File: src/rtl/activation_cache_writer.sv
// rtl/activation_cache_writer.sv - write-side way selection and strobe generation for the 5-way activation cache
module activation_cache_writer #(
    parameter int NWAYS     = 5,
    parameter int WORD_SIZE = 16,
    parameter int TAG_SIZE  = 8,
    localparam int WAY_W    = $clog2(NWAYS)
) (
    input  logic                 clk,
    input  logic                 rst_n,
    input  logic                 req_valid,
    output logic                 req_ready,
    input  logic [TAG_SIZE-1:0]  req_tag,
    input  logic [WORD_SIZE-1:0] req_data,
    input  logic                 flush,
    output logic                 we_0,
    output logic                 we_1,
    output logic                 we_2,
    output logic                 we_3,
    output logic                 we_4,
    output logic [WORD_SIZE-1:0] wr_data,
    output logic [TAG_SIZE-1:0]  wr_tag,
    output logic [WAY_W-1:0]     wr_way,
    output logic                 done,
    output logic                 done_hit,
    output logic [NWAYS-1:0]     way_valid,
    output logic [TAG_SIZE-1:0]  tag_0,
    output logic [TAG_SIZE-1:0]  tag_1,
    output logic [TAG_SIZE-1:0]  tag_2,
    output logic [TAG_SIZE-1:0]  tag_3,
    output logic [TAG_SIZE-1:0]  tag_4
);

    typedef enum logic [1:0] {IDLE, LOOKUP, WRITE} state_t;

    state_t               state;
    logic [WAY_W-1:0]     rr_ptr;
    logic [TAG_SIZE-1:0]  tags [NWAYS];
    logic [TAG_SIZE-1:0]  lat_tag;
    logic [WORD_SIZE-1:0] lat_data;
    logic [NWAYS-1:0]     we_r;
    logic                 repl;

    logic                 hit_found;
    logic                 free_found;
    logic [WAY_W-1:0]     hit_idx;
    logic [WAY_W-1:0]     free_idx;
    logic [WAY_W-1:0]     sel_idx;
    logic                 sel_repl;

    assign req_ready = (state == IDLE) && !flush;

    assign we_0  = we_r[0];
    assign we_1  = we_r[1];
    assign we_2  = we_r[2];
    assign we_3  = we_r[3];
    assign we_4  = we_r[4];
    assign tag_0 = tags[0];
    assign tag_1 = tags[1];
    assign tag_2 = tags[2];
    assign tag_3 = tags[3];
    assign tag_4 = tags[4];

    // Scanning from the top down lets the lowest matching or free index win.
    always_comb begin
        hit_found  = 1'b0;
        free_found = 1'b0;
        hit_idx    = '0;
        free_idx   = '0;
        for (int i = NWAYS - 1; i >= 0; i--) begin
            if (way_valid[i] && (tags[i] == lat_tag)) begin
                hit_found = 1'b1;
                hit_idx   = WAY_W'(i);
            end
            if (!way_valid[i]) begin
                free_found = 1'b1;
                free_idx   = WAY_W'(i);
            end
        end
        sel_repl = !hit_found && !free_found;
        if (hit_found)
            sel_idx = hit_idx;
        else if (free_found)
            sel_idx = free_idx;
        else
            sel_idx = rr_ptr;
    end

    always_ff @(posedge clk or negedge rst_n) begin
        if (!rst_n) begin
            state     <= IDLE;
            rr_ptr    <= '0;
            way_valid <= '0;
            for (int i = 0; i < NWAYS; i++)
                tags[i] <= '0;
            lat_tag   <= '0;
            lat_data  <= '0;
            we_r      <= '0;
            repl      <= 1'b0;
            wr_data   <= '0;
            wr_tag    <= '0;
            wr_way    <= '0;
            done      <= 1'b0;
            done_hit  <= 1'b0;
        end else begin
            case (state)
                IDLE: begin
                    if (flush) begin
                        way_valid <= '0;
                    end else if (req_valid) begin
                        lat_tag  <= req_tag;
                        lat_data <= req_data;
                        state    <= LOOKUP;
                    end
                end
                LOOKUP: begin
                    wr_way   <= sel_idx;
                    wr_tag   <= lat_tag;
                    wr_data  <= lat_data;
                    done_hit <= hit_found;
                    repl     <= sel_repl;
                    we_r     <= NWAYS'(1) << sel_idx;
                    done     <= 1'b1;
                    state    <= WRITE;
                end
                WRITE: begin
                    we_r              <= '0;
                    done              <= 1'b0;
                    way_valid[wr_way] <= 1'b1;
                    tags[wr_way]      <= lat_tag;
                    // Victim pointer only advances when a valid way was evicted.
                    if (repl)
                        rr_ptr <= (rr_ptr == WAY_W'(NWAYS - 1)) ? '0 : rr_ptr + WAY_W'(1);
                    state <= IDLE;
                end
                default: state <= IDLE;
            endcase
        end
    end

endmodule

File: config.mk
export PLATFORM = sky130hd
export DESIGN_NAME = activation_cache_writer
export DESIGN_NICKNAME = d
export VERILOG_FILES = /design/src/rtl/activation_cache_writer.sv
export SDC_FILE = /design/constraint.sdc
export NUM_CORES = 1
export LEC_CHECK = 0
export ABC_CLOCK_PERIOD_IN_PS = 5800
export CAP_MARGIN = 25
export CELL_PAD_IN_SITES_DETAIL_PLACEMENT = 1
export CELL_PAD_IN_SITES_GLOBAL_PLACEMENT = 2
export CORE_MARGIN = 5
export CORE_UTILIZATION = 25
export DETAILED_ROUTE_END_ITERATION = 16
export PLACE_DENSITY = 0.7
export SLEW_MARGIN = 20
export SYNTH_ARGS = -nofsm -noshare
export SYNTH_HDL_FRONTEND = slang
export SYNTH_SLANG_ARGS = --single-unit
export TNS_END_PERCENT = 20
File: constraint.sdc
create_clock -name clk -period 5.8 [get_ports clk]
set_input_delay 1.45 -clock clk [delete_from_list [all_inputs] [get_ports clk]]
set_output_delay 1.45 -clock clk [all_outputs]
set_load 0.1 [all_outputs]
After elaboration in Yosys (flattened, before gate mapping)
Cells that the tools add are included.
{"block": "totals", "register_bits": 109, "in_bits": 28, "output_inout_bits": 80, "elab_cells": 91}
{"block": "op_classes", "addsub": 1, "order_cmp": 4, "n_eq_ne": 11, "shifts": 1, "n_mux": 35, "bitwise_logic": 3, "reduce_logical": 19}
{"operator": "$bwmux 40", "n": 1}
{"operator": "$eq 8x8->1", "n": 5}
{"operator": "$mux 3", "n": 13}
{"operator": "$demux 8 s3", "n": 1}
{"operator": "$pmux 5 s2", "n": 2}
{"operator": "$mux 1", "n": 11}
{"operator": "$logic_and 1x1->1", "n": 9}
{"operator": "$mux 8", "n": 1}
{"operator": "$ne 2x2->1 const B", "n": 3}
{"operator": "$reduce_and 2->1", "n": 3}
{"operator": "$mux 5", "n": 1}
{"operator": "$or 5x5->5", "n": 1}
{"operator": "$shl 1x3->5 const A", "n": 1}
{"operator": "$ge 4x4->1 const B", "n": 1}
{"operator": "$lt 3x4->1 const B", "n": 1}
{"operator": "$lt 4x1->1 const B", "n": 1}
{"operator": "$mux 2", "n": 2}
{"operator": "$not 3->4", "n": 1}
{"operator": "$pmux 2 s2", "n": 1}
{"operator": "$reduce_bool 2->1", "n": 2}
{"operator": "$add 3x1->3 const B", "n": 1}
{"operator": "$demux 1 s3", "n": 1}
{"operator": "$eq 3x3->1 const B", "n": 1}
{"operator": "$ge 3x1->1 const B", "n": 1}
{"operator": "other kinds (7)", "n": 9}

Logic depth before layout (Yosys ltp)
{"block": "logic_depth", "word_depth": 10, "mapped_depth": 7}

Worst setup path before layout
Ideal clock, no wire load.
{"block": "synth_timing", "path_kind": "in2out", "from": "input port flush", "to": "output port req_ready", "arrival_ps": 2228, "required_time_ps": 4350, "setup_slack_ps": 2122, "cell_stages": 2, "path_cell_list": "nand2b_1 > inv_1"}
{"block": "synth_via", "elab_chain_cells": 2}
{"item": "from (decl)", "line_no": "14", "text": "input logic flush,"}
{"item": "$logic_not 1->1", "line_no": "50", "text": "assign req_ready = (state == IDLE) && !flush;"}
{"item": "$logic_and 1x1->1", "line_no": "50"}
{"item": "to (decl)", "line_no": "11", "text": "output logic req_ready,"}
Every way passes these cells.

Worst setup path after layout
Ends and elaborated chain as after synthesis.

==> flow_metrics.env <==
export IMPL_status="finished, final reports clean"
export IMPL_dp_final_hpwl_mm=10.22
export IMPL_cpPeakStageDelay_ns=0.44
export IMPL_start_util_pct=25.12
export IMPL_hold_path_startpoint="done"
export IMPL_n_fill_cell=2177
export IMPL_die_h_um=151.9
export IMPL_port_buffers=107
export IMPL_drt_pre_antenna_iters=4
export IMPL_drtIter0Drc=148
export IMPL_synthTopCellsByArea="dfrtp_1 54%, mux2_2 20%, xnor2_1 5.9%, xnor2_2 1.6%, buf_6 1.6%"
export IMPL_htreeDepth=3
export IMPL_die_area_um2=23070
export IMPL_finClkSkew_ns=0.005394
export IMPL_hp_class="reg2reg"
export IMPL_ant_nets=0
export IMPL_final_nets=527
export IMPL_ys_flop_type="dfrtp_1"
export IMPL_cts_buffer_depth=2
export IMPL_antenna_found_initial=0
export IMPL_cp_end_kind="output pin"
export IMPL_synth_edff_count=0
export IMPL_hold_viol=0
export IMPL_required_ns=4.35
export IMPL_hold_depth=1
export IMPL_numPlacedInstances=752
export IMPL_worst_pin_slew_ns=1.059
export IMPL_postSynthAreaPerCell_um2=12.97
export IMPL_synthTopCellsByCount="109 x dfrtp_1, 90 x mux2_2, 34 x xnor2_1, 17 x nand2_1, 17 x nor2_1"
export IMPL_grt_pass1_wl_mm=22.27
export IMPL_netlist_instances=388
export IMPL_r2r_start="lat_tag[1]"
export IMPL_cts_root_buf="clkbuf_16"
export IMPL_via_per_inst=4.460
export IMPL_gr_total_overflow=0
export IMPL_synth_yosys_seq_area_share_pct=54.19
export IMPL_critPathKind="in2out"
export IMPL_rows=52
export IMPL_grt_max_degree=66
export IMPL_cts_hold_buf=0
export IMPL_rrSetupSlack_ns=3.43
export IMPL_cts_tree="built"
export IMPL_fin_crit_ns=3.978
export IMPL_syn_area_um2=5034
export IMPL_vias=3416
export IMPL_synth_top_cell_area_share_pct=54.19
export IMPL_critPathSlowestCell="clkdlybuf4s50_1"
export IMPL_synth_distinct_cells=42
export IMPL_wire_per_inst_um=17.57
export IMPL_gp_congestion=0.7778
export IMPL_worstPathMaxFanout=3
export IMPL_maxCapViolCount=0
export IMPL_maxSlewHeadroom_pct=29.16
export IMPL_clkLatencyLatePin_ns=0.35
export IMPL_drt_wl_total_mm=13.46
export IMPL_die_w_um=151.9
export IMPL_maxSlewViolCount=0
export IMPL_ys_ff_latch=109
export IMPL_grt_pass1_vias=3860
export IMPL_fin_crit_sh_pct=68.59
export IMPL_stdcell_count=766
export IMPL_worst_r2r_path_depth=6
export IMPL_worst_ep_arrival_time_ns=2.53
export IMPL_clkTransAtPathRegs_ns=0.07
export IMPL_rsz0062_at_grt="false"
export IMPL_ys_warn_count=0
export IMPL_cts_setup_buffers=0
export IMPL_critPathLaunchType="input pin"
export IMPL_crit_path_start="flush"
export IMPL_final_setup_viol_count=0
export IMPL_synth_area_leader_cell="dfrtp_1"
export IMPL_totalNegativeSetupSlack_ns=0
export IMPL_core_area_um2=20040
export IMPL_cts_buffers=9
export IMPL_holdPathEnd="done"
export IMPL_max_freq_mhz=251.4
export IMPL_ios=108
export IMPL_drc=0
export IMPL_path_cells="clkdlybuf4s50_1 > nand2b_1 > inv_1 > buf_4"
export IMPL_cts_sinks=109
export IMPL_diodes=0
export IMPL_r2r_end="we_r[0]"
export IMPL_cts_resized=0
export IMPL_syn2layout_area_growth_pct=33.13
export IMPL_gr_usage_all_layers_pct=12.04
export IMPL_yosysMostFrequentCell="dfrtp_1"
export IMPL_synthArstFlopShare_pct=100.0
export IMPL_drive_gt1_share_pct=24.80
export IMPL_syn_nets=422
==> flip-flops by register name (all words and copies together), names as in the netlist, 5 cells and up <==
| name | cells |
|---|---|
| tag_1 | 8 |
| wr_data | 16 |
| lat_tag | 8 |
| tag_0 | 8 |
| tag_4 | 8 |
| tag_2 | 8 |
| we_r | 5 |
| tag_3 | 8 |
| lat_data | 16 |
| way_valid | 5 |
| wr_tag | 8 |
==> kinds of logic (layout without fill, tap and decap cells) <==
family | after synthesis | count (layout) | synth area share [%]
xor+xnor | 40 | 40 | 7.706
buf+inv | 31 | 139 | 3.430
mux | 91 | 91 | 20.33
compound gates | 34 | 34 | 4.822
flops | 109 | 109 | 54.19
fa+ha+maj | 6 | 6 | 1.491
simple gates | 77 | 77 | 8.029
==> worst max-delay path by stage <==
stage / endpoint / slack (ns)
floorplan: req_ready / 2.12
global placement: req_ready / 1.84
detailed placement: req_ready / 1.82
CTS: req_ready / 1.82
global route: req_ready / 1.81
finish: req_ready / 1.82
==> cell usage in the layout (no fill, tap or decap), drive strengths merged <==
cell type and count:
and3 2, a21oi 10, clkinv 1, nor2b 2, xor2 1, or2 1
o21a 1, a32oi 1, nand2 18, nor2 17, or4b 1, a31oi 4
o32ai 2, bufinv 4, o31ai 2, clkbuf 9, a22o 1, o21ai 7
or4 1, or3 5, nand3 11, a21boi 1, nor3 6, clkdlybuf4s50 105
a41o 1, xnor2 39, nand2b 1, inv 15, mux2 90, buf 5
mux2i 1, nand4 11, nor3b 1, ha 6, o211ai 1, dfrtp 109
a32o 2, a21o 1
==> per-layer routing <==
metal / global-route usage [%] / routed length, um / vias up
met1: 14.41 / 5692 / 1762
met4: 4.452 / 284 / 0
met2: 20.30 / 6675 / 70
met3: 3.840 / 803 / 15
met5: 0 / 0 / -
li1: - / - / 1569
==> metrics by stage <==
step	area [um2]	utilization, %	hold slack (ns)	setup slack [ns]
2_1_floorplan	5034	-	0.4726	2.122
3_3_place_gp	6336	31.62	0.4819	1.844
3_5_place_dp	6351	31.69	0.4902	1.824
4_1_cts	6701	33.44	0.5052	1.824
5_1_grt	6701	33.44	0.5176	1.811
6_report	6701	33.44	0.4983	1.822
==> layout make-up <==
| type | instances | area, um2 | area share (%) |
|---|---|---|---|
| Sequential cell | 109 | 2728 | 40.70 |
| Multi-Input combinational cell | 248 | 2133 | 31.83 |
| Timing Repair Buffer | 110 | 1096 | 16.36 |
| Tap cell | 270 | 337.8 | 5.041 |
| Clock buffer | 9 | 225.2 | 3.361 |
| Clock inverter | 5 | 125.1 | 1.867 |
| Inverter | 15 | 56.30 | 0.8402 |
==> worst max-delay path: cells and delay by family <==
kind          cells  cell delay (ns)
buf+inv           3             0.86
simple gates      1             0.22
Power is not shown: default switching activity piles up to over one toggle a cycle in this logic, so the estimate is an artifact.
